$ cat src/rtl/microword_issuer.sv
// rtl/microword_issuer.sv - decodes ROM microwords into microaddress counter commands and datapath control
package microaddr_types;
    typedef logic [7:0] uaddr;
    typedef enum logic [2:0] {
        CMD_NONE   = 3'd0,
        CMD_INC    = 3'd1,
        CMD_LOAD   = 3'd2,
        CMD_LOADNE = 3'd3,
        CMD_CALL   = 3'd4,
        CMD_RET    = 3'd5
    } cmd;
endpackage

module microword_issuer #(
    parameter int CTRL_W = 16,
    parameter int STACK_DEPTH = 4,
    localparam int UADDR_W = $bits(microaddr_types::uaddr),
    localparam int DEPTH_W = $clog2(STACK_DEPTH + 1)
) (
    input  logic                        clk,
    input  logic                        reset,
    input  logic [CTRL_W+UADDR_W+2:0]   uword,
    input  logic                        stall,
    input  logic                        resume,
    output microaddr_types::cmd         cmd,
    output microaddr_types::uaddr       load_addr,
    output logic [CTRL_W-1:0]           ctrl,
    output logic                        ctrl_valid,
    output logic [DEPTH_W-1:0]          depth,
    output logic                        halted,
    output logic                        fault
);
    localparam logic [2:0] SEQ_INC    = 3'd0;
    localparam logic [2:0] SEQ_LOAD   = 3'd1;
    localparam logic [2:0] SEQ_LOADNE = 3'd2;
    localparam logic [2:0] SEQ_CALL   = 3'd3;
    localparam logic [2:0] SEQ_RET    = 3'd4;
    localparam logic [2:0] SEQ_HALT   = 3'd5;

    typedef enum logic [1:0] {FETCH, EXEC, HALTED, FAULT} state_t;

    state_t               state;
    state_t               next_state;
    logic [DEPTH_W-1:0]   next_depth;

    logic [2:0]           seq;
    logic [UADDR_W-1:0]   target;
    logic [CTRL_W-1:0]    uword_ctrl;

    assign seq        = uword[2:0];
    assign target     = uword[UADDR_W+2:3];
    assign uword_ctrl = uword[CTRL_W+UADDR_W+2 -: CTRL_W];

    always_comb begin
        cmd        = microaddr_types::CMD_NONE;
        load_addr  = '0;
        ctrl       = '0;
        ctrl_valid = 1'b0;
        halted     = (state == HALTED);
        fault      = (state == FAULT);
        next_state = state;
        next_depth = depth;
        case (state)
            FETCH: next_state = EXEC;
            EXEC: begin
                ctrl = uword_ctrl;
                // A stalled microword is shown but neither committed nor sequenced.
                if (!stall) begin
                    ctrl_valid = 1'b1;
                    load_addr  = target;
                    next_state = FETCH;
                    case (seq)
                        SEQ_INC:    cmd = microaddr_types::CMD_INC;
                        SEQ_LOAD:   cmd = microaddr_types::CMD_LOAD;
                        SEQ_LOADNE: cmd = microaddr_types::CMD_LOADNE;
                        SEQ_CALL: begin
                            if (depth < DEPTH_W'(STACK_DEPTH)) begin
                                cmd        = microaddr_types::CMD_CALL;
                                next_depth = depth + 1'b1;
                            end else begin
                                ctrl_valid = 1'b0;
                                next_state = FAULT;
                            end
                        end
                        SEQ_RET: begin
                            if (depth != '0) begin
                                cmd        = microaddr_types::CMD_RET;
                                next_depth = depth - 1'b1;
                            end else begin
                                ctrl_valid = 1'b0;
                                next_state = FAULT;
                            end
                        end
                        SEQ_HALT: next_state = HALTED;
                        default: begin
                            ctrl_valid = 1'b0;
                            next_state = FAULT;
                        end
                    endcase
                end
            end
            HALTED: begin
                if (resume) begin
                    cmd        = microaddr_types::CMD_INC;
                    next_state = FETCH;
                end
            end
            default: next_state = FAULT;
        endcase
    end

    always_ff @(posedge clk) begin
        if (reset) begin
            state <= FETCH;
            depth <= '0;
        end else begin
            state <= next_state;
            depth <= next_depth;
        end
    end
endmodule

$ cat config.mk
export PLATFORM = sky130hd
export DESIGN_NAME = microword_issuer
export DESIGN_NICKNAME = d
export VERILOG_FILES = /design/src/rtl/microword_issuer.sv
export SDC_FILE = /design/constraint.sdc
export NUM_CORES = 1
export LEC_CHECK = 0
export CORE_MARGIN = 2
export CORE_UTILIZATION = 30
export DETAILED_ROUTE_END_ITERATION = 8
export PLACE_DENSITY = 0.84
export REMOVE_ABC_BUFFERS = 1
export SLEW_MARGIN = 25
export SYNTH_ARGS = -nofsm -noshare
export SYNTH_HDL_FRONTEND = slang
export SYNTH_SLANG_ARGS = --single-unit
$ cat constraint.sdc
create_clock -name clk -period 2.8 [get_ports clk]
set_input_delay 0.42 -clock clk [delete_from_list [all_inputs] [get_ports clk]]
set_output_delay 0.42 -clock clk [all_outputs]
set_load 0.005 [all_outputs]
== Yosys cells after proc, flatten, opt, wreduce, memory -nomap -nowiden ==
Index checks and enable logic that the tools add are counted.

* Register bits: 5
* Input bits: 31
* Output and inout bits: 33
* Word-level logic and storage cells: 49

* Add/subtract/negate cells: 2
* $lt $le $gt $ge: 1
* Eq/ne operators: 12
* Muxes and demuxes: 23
* Bitwise operators: 1
* Reductions and logical operators: 8

{| class="wikitable"
|+ Operator list
! operator !! number
|-
| $mux 16 || 1
|-
| $mux 8 || 2
|-
| $mux 3 || 5
|-
| $pmux 3 s5 || 1
|-
| $pmux 3 s2 || 2
|-
| $mux 2 || 4
|-
| $ne 2x2->1 const B || 4
|-
| $pmux 2 s4 || 1
|-
| $eq 3x2->1 const B || 2
|-
| $eq 3x3->1 const B || 2
|-
| $pmux 2 s3 || 1
|-
| $mux 1 || 5
|-
| $reduce_and 5->1 || 1
|-
| $eq 2x2->1 const B || 2
|-
| $reduce_or 4->1 || 1
|-
| $add 3x1->3 const B || 1
|-
| $eq 3x1->1 const B || 1
|-
| $logic_not 3->1 || 1
|-
| $lt 3x3->1 const B || 1
|-
| $pmux 1 s3 || 1
|-
| $reduce_bool 3->1 || 1
|-
| $reduce_or 3->1 || 1
|-
| $sub 3x1->3 const B || 1
|-
| $eq 2x1->1 const B || 1
|-
| other kinds (4) || 4
|}

== Longest topological paths before layout ==
Gate-level depths: netlist (run 1).

* Depth after elaboration: 5
* Depth in mapped cells: 6

== Least setup slack after synthesis (run 1) ==
No wires, ideal clock.

* Kind: in2reg
* Start: in uword[1]
* End: reg depth[2]
* Library setup time: 0.123 ns
* Data arrival time: 1.764 ns
* Path slack: 0.913 ns
* Stages: 5
* Path buffers: 0
* Cell sequence: or3b_4 > fa_1 > o21ai_0 > a211oi_2 > mux2_1

* Longest elaborated chain between the ends: 3

{| class="wikitable"
|+ RTL lines
! element !! line !! source
|-
| from (decl) || 22 || <nowiki>input logic [CTRL_W+UADDR_W+2:0] uword,</nowiki>
|-
| $eq 3x3->1 or $eq 3x2->1 (tied branches) || 72 || <nowiki>case (seq)</nowiki>
|-
| $ne 2x2->1 (no source line) or $reduce_bool 2->1 (tied branches) || -- ||
|-
| $reduce_and 5->1 (no source line) || -- ||
|-
| to (signal assigned) || 118 || <nowiki>depth <= next_depth;</nowiki>
|-
| to (decl) || 29 || <nowiki>output logic [DEPTH_W-1:0] depth,</nowiki>
|}

Parallel ways exist; a longest one is shown, timed or not.
A chain may end at the register's enable or synchronous reset.

== Worst setup path after layout (run 1) ==
* Start: in uword[2]
* End: out cmd[2]

* Longest elaborated chain between the ends: 4

{| class="wikitable"
|+ RTL lines
! element !! line !! source
|-
| $eq 3x3->1 (tied with other cells) || 72 ||
|-
| $pmux 3 s5 (*) || 72 ||
|-
| $mux 3 (*) || 68 || <nowiki>if (!stall) begin</nowiki>
|-
| $pmux 3 s2 (*) || 63 || <nowiki>case (state)</nowiki>
|-
| to (decl) || 25 || <nowiki>output microaddr_types::cmd cmd,</nowiki>
|}

Mark *: on every way between the ends. The rest lies on a longest branch, timed or not.

==> results of run 1 <==
[state kept, by name, summed over array words and instances (netlist names)]
register	flops
depth	3
state	2
[synthesized netlist by cell type, types with 2 or more instances]
library cell	number
sky130_fd_sc_hd__nor2_1	7
sky130_fd_sc_hd__and2_1	24
sky130_fd_sc_hd__dfxtp_1	5
sky130_fd_sc_hd__clkbuf_1	3
sky130_fd_sc_hd__ha_1	4
sky130_fd_sc_hd__inv_1	7
sky130_fd_sc_hd__mux2_1	2
sky130_fd_sc_hd__a22oi_1	3
sky130_fd_sc_hd__o21ai_0	4
sky130_fd_sc_hd__nor2b_1	3
sky130_fd_sc_hd__nand2_1	4
sky130_fd_sc_hd__a21oi_1	2
[worst max-delay path, stage by stage]
cell and delay [ps]:
sky130_fd_sc_hd__clkdlybuf4s50_1 480, sky130_fd_sc_hd__or3b_4 380, sky130_fd_sc_hd__o32a_2 220, sky130_fd_sc_hd__nor2_2 120, sky130_fd_sc_hd__o211a_1 160, sky130_fd_sc_hd__clkdlybuf4s50_1 490
[repair_timing]
action | 4_1_cts | 5_1_grt
buffers inserted | 0 | 0
gates resized for setup | 0 | 1
hold buffers | 0 | 0
endpoints found under the hold margin | 0 | 0
endpoints found under the setup margin | 0 | 2
[per-layer routing]
layer | part of all wire | vias up | track usage | routed length, um
met5 | 0 | - | 0 | 0
met2 | 0.49 | 39 | 0.390 | 1160
li1 | - | 417 | - | -
met3 | 0.073 | 2 | 0.0429 | 173
met4 | 0.011 | 0 | 0.0619 | 27
met1 | 0.42 | 377 | 0.241 | 1000
[power groups by stage]
stage	registers [mW]	logic [mW]	clock network [mW]
after floorplan	0.0989	0.197	0
after global placement	0.100	0.473	0
after detailed placement	0.102	0.492	0
after CTS	0.100	0.493	0.0843
after global routing	0.102	0.538	0.0887
final	0.101	0.491	0.0796
[cell families after synthesis]
logic type / after synthesis / synth area share
flops: 5 / 0.164
mux: 2 / 0.0369
simple gates: 45 / 0.424
compound gates: 15 / 0.184
xor+xnor: 1 / 0.0143
fa+ha+maj: 5 / 0.115
buf+inv: 10 / 0.0615
[final cells by class]
| type | count | area [um2] |
|---|---|---|
| repair buffers | 69 | 676 |
| inverters | 7 | 26.3 |
| well taps | 27 | 33.8 |
| fillers | 176 | 604 |
| flip-flops and latches | 5 | 100 |
| clock buffers | 4 | 26.3 |
| multi-input cells | 68 | 475 |
[metrics by stage]
stage / hold slack, ps / worst slack (ps) / area (um2)
after global routing: 634 / 56.7 / 1340
after global placement: 561 / 137 / 1310
after detailed placement: 585 / 117 / 1310
after floorplan: 545 / 913 / 599
after CTS: 591 / 106 / 1340
final: 594 / 122 / 1340
[worst max path at each step]
stage | startpoint | end | slack, ps | cells past startpoint
2_1_floorplan | uword[1] | depth[2]$_SDFFE_PP0P_ | 910 | 5
3_3_place_gp | uword[2] | cmd[2] | 140 | 6
3_5_place_dp | uword[2] | cmd[2] | 120 | 6
4_1_cts | uword[2] | cmd[2] | 110 | 6
5_1_grt | uword[1] | cmd[2] | 60 | 6
6_report | uword[2] | cmd[2] | 120 | 6
==> impl_summary.md, run 1 <==
Worst setup path
The terminus of the critical flop-to-flop path is depth[2]$_SDFFE_PP0P_. Setup slack on the worst reg-to-reg path comes out at 950 ps. Counting cells, the worst reg-to-reg path comes to 7. STA classifies the critical path endpoint as an output port. The critical path required time is about 2400 ps. The worst setup path is launched from an input pin. The maximum net fanout on the critical path is 3. The category of the most critical setup path is input pin to output port.

Data arrives at the worst endpoint at 2260 ps. In this run the critical register-to-register path is launched from state[1]$_SDFFE_PP0P_.

STA
The worst-margin pin slew is 456 ps. Of the available clock period, the critical path in the final layout requires 0.957. Measured against its own limit, the worst slew margin works out to 0.692.

The max-slew violation total from the final report is 0. Setup repair after global routing left no endpoint under its margin. The number of hold violations in the final report came to 0. The fmax is around 370 MHz. Counting I/O delays and the setup requirement, the final critical path takes 2680 ps. Between clock sinks in the finished design, the worst skew comes to 1.36 ps. The sum of negative setup slack is 0 ps. Setup violations remaining at the end of the flow were counted as 0.

Synth
The fraction of synthesis flops using an asynchronous set or reset pin is 0. Among all flip-flop cells after synthesis, the most frequent one is sky130_fd_sc_hd__dfxtp_1. The largest total area in the synthesized netlist belongs to sky130_fd_sc_hd__and2_1. In this run, synthesis produced a sequential element count of 5. Summing every instance area after synthesis gives around 610 um2. In this run, synthesis inferred 0 flip-flops with an integrated enable. The count of distinct cell types in the synthesized netlist is 27.

By area the synthesized netlist is led by sky130_fd_sc_hd__and2_1, sky130_fd_sc_hd__dfxtp_1, sky130_fd_sc_hd__ha_1. The mean area per synthesized cell is 7.36 um2. The warning count from the yosys run is 0. The portion of the post-synthesis area used by sequential elements is 0.164. Synthesis produced 83 cells. The portion of synthesized cell area occupied by the leading cell type is 0.246.

Drt
The first detailed-routing pass ran for 3 iterations. The total vias in the final route is 835. Dividing the detail-routed via count by the number of cells gives between 4 and 5. The detailed router finished its first iteration with 3 violations.

Summed over all layers, the routed wires come to 2.36 mm. After detailed routing, the average wire length per cell comes to around 13 um. After detailed routing, the number of remaining DRC violations is 0. The remaining antenna violation count is 0.

Finish
The number of non-filler instances in the completed layout is 180. In the final layout, the share of cells above drive strength 1 is 0.0980. The number of nets in the final layout is 190. Once layout is complete, the utilization of the core stands at 0.689. From synthesis to final layout, the design area changed by 119%.

Leaving out fill and tap cells, the most frequent cell in the layout is sky130_fd_sc_hd__clkdlybuf4s50_1. The number of antenna repair diodes is 0. In the layout the commonest cells are sky130_fd_sc_hd__clkdlybuf4s50_1, sky130_fd_sc_hd__and2_1, sky130_fd_sc_hd__inv_1, sky130_fd_sc_hd__nor2_1, sky130_fd_sc_hd__buf_4.

Global routing
The total global-route track usage is 0.211. Summed over all layers, the global routing overflow is 0. The wire length of the first global-routing pass is 4.00 mm. The number of global-route vias before repair is ~850.

The number of antenna violations at the first check in global routing is 0. The maximum number of pins on one net before global-route repair is 22.

Hold path
The worst hold endpoint is depth[0]$_SDFFE_PP0P_. The worst min-delay path category is flip-flop to flip-flop. The worst hold path begins at depth[0]$_SDFFE_PP0P_. The number of cells on the worst hold path is 2.

Floorplan
The floorplan step defined a die boundary enclosing roughly 0.0024 mm2. The number of rows created at floorplan is 16. between 60 and 70 I/O pins were placed. The initial utilization of the core area, before any placement, comes to 0.314.

From left edge to right edge, the die measures around 49 um. The die is about 50 um tall. The core box area is between 0.0015 and 0.002 mm2.

Place
The detailed-placement wirelength estimate is between 2 and 2.5 mm. The number of placed cells counting well taps is ~180. The count of buffers inserted at the top-level ports is 63. The congestion estimate from routability-driven global placement came to approximately 0.8.

CTS
The buffer type at the clock tree root is sky130_fd_sc_hd__clkbuf_4. The CTS tree is built. CTS saw 5 sinks. The maximum level of the CTS H-tree is 1. The number of buffers added by the clock tree synthesis step is 3.

The clock network latency to the later pin of the worst-skew pair is 230 ps. The buffer depth of the longest clock path is 2. After clock tree synthesis, the clock-pin slew on the worst setup and hold paths is roughly 40 ps.

Pwr
The share of total power dissipated in the clock network is 0.119. For this design the total switching power over the nets is approximately 0.23 mW. The internal power of the cells totals between 0.4 and 0.5 mW.

In this run the static leakage power is 0.536 nW. Of the total power, registers draw 0.151. In this run the power density over the cells is roughly 500 mW/mm2. The switching portion of total power is 0.342. The portion of total power attributed to combinational logic is 0.731.

The sum of internal, switching and leakage power is around 0.67 mW. Across the VDD grid, the largest voltage drop is 496 uV.

Status
The flow ran to the end, and the final reports show no timing, DRC or antenna violations.

Flow run
The max capacitance violation total is 0.
Note: power is estimated with default switching activity, not from simulation.
==> run 2: changes to the inputs <==
--- a/config.mk
+++ b/config.mk
@@ -5,12 +5,14 @@
 export SDC_FILE = /design/constraint.sdc
 export NUM_CORES = 1
 export LEC_CHECK = 0
+export ABC_AREA = 1
 export CORE_MARGIN = 2
-export CORE_UTILIZATION = 30
+export CORE_UTILIZATION = 33
 export DETAILED_ROUTE_END_ITERATION = 8
-export PLACE_DENSITY = 0.84
+export GPL_ROUTABILITY_DRIVEN = 0
+export PLACE_DENSITY = 0.85
 export REMOVE_ABC_BUFFERS = 1
-export SLEW_MARGIN = 25
+export SLEW_MARGIN = 20
 export SYNTH_ARGS = -nofsm -noshare
 export SYNTH_HDL_FRONTEND = slang
 export SYNTH_SLANG_ARGS = --single-unit
==> run 2 against run 1 <==
Against the previous run: sequential share of layout area shrank 0.30 points; clock power grew 5.3%; critical endpoint is now ctrl_valid; cell count grew 26%; first-iteration DRC count grew to 4.3 times the previous value.
==> impl_summary.md, run 2 <==
Worst setup path
The worst setup path is captured at an output port. Data on the critical path arrives at its endpoint at 2150 ps. For the worst setup path, the data required time is 2380 ps.

The startpoint type of the worst setup path is an input pin. The category of the most critical setup path is input pin to output port. The maximum net fanout on the critical path is 6.

CTS
In this run, post-CTS hold repair placed 0 buffers. CTS saw 5 sinks. The clock passes through at most 2 buffers. The setup fix buffers added after clock tree synthesis is 0.

The post-cts gate resize count is 0. The clock transition at the registers of the reported paths is ~40 ps. The clock network latency to the later pin of the worst-skew pair is ~240 ps. The buffer type at the clock tree root is sky130_fd_sc_hd__clkbuf_4.

TritonCTS built the clock tree. In this run the number of H-tree levels came out at 1. The number of buffers added by the clock tree synthesis step is 3.

Synth
The commonest cells after synthesis are sky130_fd_sc_hd__nand2_1, sky130_fd_sc_hd__inv_1, sky130_fd_sc_hd__nor2_1. Yosys mapped a number of flops with a built-in enable equal to 0. The post-synthesis instance area is 706 um2.

After synthesis, the cell types taking the most area are sky130_fd_sc_hd__nand2_1, sky130_fd_sc_hd__inv_1, sky130_fd_sc_hd__dfxtp_1. Averaged over all synthesized cells, the footprint is ~5.3 um2. The warning count from the yosys run is 0.

The largest area contributor in the netlist is sky130_fd_sc_hd__nand2_1. The portion of synthesized cell area occupied by the leading cell type is 0.218. The count of distinct cell types in the synthesized netlist is 21. The fraction of synthesis flops using an asynchronous set or reset pin is 0.

The gate count after technology mapping is 134. Counting flops and latches in the post-synthesis netlist gives 5. For this run, the register share of the synthesized area comes to 0.142.

sky130_fd_sc_hd__nand2_1 is the most common cell in the netlist. Among all flip-flop cells after synthesis, the most frequent one is sky130_fd_sc_hd__dfxtp_1.

STA
The final clock period utilization by the worst path is 0.918. The smallest clock period supported by the final layout is computed as roughly 2600 ps. Static timing analysis puts the maximum clock frequency at 389 MHz. The max-slew violation total from the final report is 0. For the pin with the worst max-slew slack, the measured transition is 252 ps. The number of hold violations in the final report is 0. The final setup skew is between 2 and 3 ps.

The sum of negative setup slack is 0 ps. Setup repair after global routing left no endpoint under its margin. In this run the tightest slew margin relative to its limit is 0.832. The total setup violations reported at the end of the flow is 0. Hold is met by 504 ps.

Pwr
Of the total power, the clock network draws 0.120. Of the total power, registers draw 0.146. The leakage power is 0.724 nW. Of the total power, combinational logic draws 0.734. The design internal power is 0.414 mW.

The sum of internal, switching and leakage power is 0.696 mW. The switching portion of total power is 0.405. The analysis attributes to net switching a power of roughly 0.28 mW. Dividing total power by cell area gives a power density of around 500 mW/mm2.

The maximum vdd drop is between 200 and 300 uV.

Drt
The total wire length after detailed routing is about 2.3 mm. The remaining antenna violation count is 0. The first TritonRoute pass finished after 4 iterations. Dividing the detail-routed via count by the number of cells gives between 4 and 5. The detailed router finished its first iteration with 13 violations. After detailed routing, the number of remaining DRC violations is 0. Summing over every cut layer, the via total after detailed routing is just under 1000.

The detailed-route wire length per cell is 9.94 um.

Finish
The area growth from synthesis to layout is 97.3%. In the layout the commonest cells are sky130_fd_sc_hd__clkdlybuf4s50_1, sky130_fd_sc_hd__nand2_1, sky130_fd_sc_hd__inv_1. The repair_antennas step left the layout with diodes totalling 0.

Ranked by flip-flop count, first place goes to depth. The library cell used most frequently in the layout, excluding fill and tap cells, is sky130_fd_sc_hd__clkdlybuf4s50_1. In the final layout, the registers with the most flip-flops are depth: 3 flops, state: 2 flops. The number of nets in the final layout is ~240. The flip-flop count of the largest register after layout is 3. The post-layout utilization of the core is 0.703. The ratio of cells with drive above 1 in the final layout is 0.0900.

Global routing
The maximum number of pins on one net before global-route repair is 19. For this run the aggregate overflow at the end of global routing stands at 0. The first global-routing pass estimated between 3 and 4 mm of wire. The number of antenna violations at the first check in global routing came to 0. The total global-route track usage is 0.189. The number of global-route vias before repair was a little under 1000.

Status
The flow ran to the end, and the final reports show no timing, DRC or antenna violations.

Flow run
The max capacitance violation total is 0.

Floorplan
The die is around 50 um tall. After floorplanning, the core was sized to cover 0.00198 mm2. The number of rows created at floorplan is 16.

The width of the chip is between 50 and 60 um. 64 I/O pins were placed. The die area is around 0.0025 mm2. For this configuration, the core starts out at a cell density of 0.356.

Place
After legalization and detailed placement, the total HPWL measured roughly 2.0 mm. The count of buffers inserted at the top-level ports is 63.

Hold path
The worst hold path belongs to the class flip-flop to flip-flop.
[run 2: path summary, 6_finish.rpt]
path	startpoint	endpoint	slack [ps]	cells past startpoint
min reg2reg	depth[1]$_SDFFE_PP0P_	depth[1]$_SDFFE_PP0P_	500	2
min	depth[1]$_SDFFE_PP0P_	depth[1]$_SDFFE_PP0P_	500	2
max	uword[2]	ctrl_valid	230	8
max reg2reg	state[1]$_SDFFE_PP0P_	depth[2]$_SDFFE_PP0P_	1430	9
[run 2: critical path, stage by stage]
cell                              delay (ps)
sky130_fd_sc_hd__clkdlybuf4s50_1         580
sky130_fd_sc_hd__inv_1                   110
sky130_fd_sc_hd__nand4_1                 120
sky130_fd_sc_hd__inv_1                    60
sky130_fd_sc_hd__nor2_2                  150
sky130_fd_sc_hd__nand2_1                 100
sky130_fd_sc_hd__nor2_1                  110
sky130_fd_sc_hd__clkdlybuf4s50_1         510
[run 2: cells by family (layout without fill, tap and decap cells)]
| group | after synthesis | after routing | share of synthesized area |
|---|---|---|---|
| adders and majority gates | 5 | 5 | 0.0993 |
| AOI/OAI and AO/OA | 9 | 9 | 0.0816 |
| buffers and inverters | 38 | 104 | 0.207 |
| DFF | 5 | 5 | 0.142 |
| and+or+nand+nor | 77 | 77 | 0.470 |
[run 2: power by group through the flow]
stage	clock network, mW	registers (mW)	logic [mW]
floorplan	0	0.0987	0.225
global placement	0	0.101	0.504
detailed placement	0	0.102	0.514
CTS	0.0879	0.101	0.517
global route	0.0893	0.104	0.570
finish	0.0838	0.102	0.511
[run 2: metal layers]
| layer | global-route usage | share of wire | up-vias |
|---|---|---|---|
| li1 | - | - | 521 |
| met1 | 0.208 | 0.40 | 429 |
| met2 | 0.351 | 0.52 | 36 |
| met3 | 0.0417 | 0.062 | 3 |
| met4 | 0.0648 | 0.0093 | 0 |
| met5 | 0 | 0 | - |
[run 2: metrics by stage]
| step | instance area, um2 | worst slack (ps) | cells |
|---|---|---|---|
| global placement | 1370 | 289 | 223 |
| CTS | 1390 | 222 | 227 |
| floorplan | 694 | 928 | 132 |
| global route | 1390 | 79.3 | 227 |
| detailed placement | 1370 | 229 | 223 |
| finish | 1390 | 228 | 227 |
[run 2: cell type report]
type	instances	area, um2
well taps	27	33.8
clock buffers	4	26.3
repair buffers	64	638
flip-flops and latches	5	100
fillers	173	589
multi-input cells	91	459
inverters	36	135
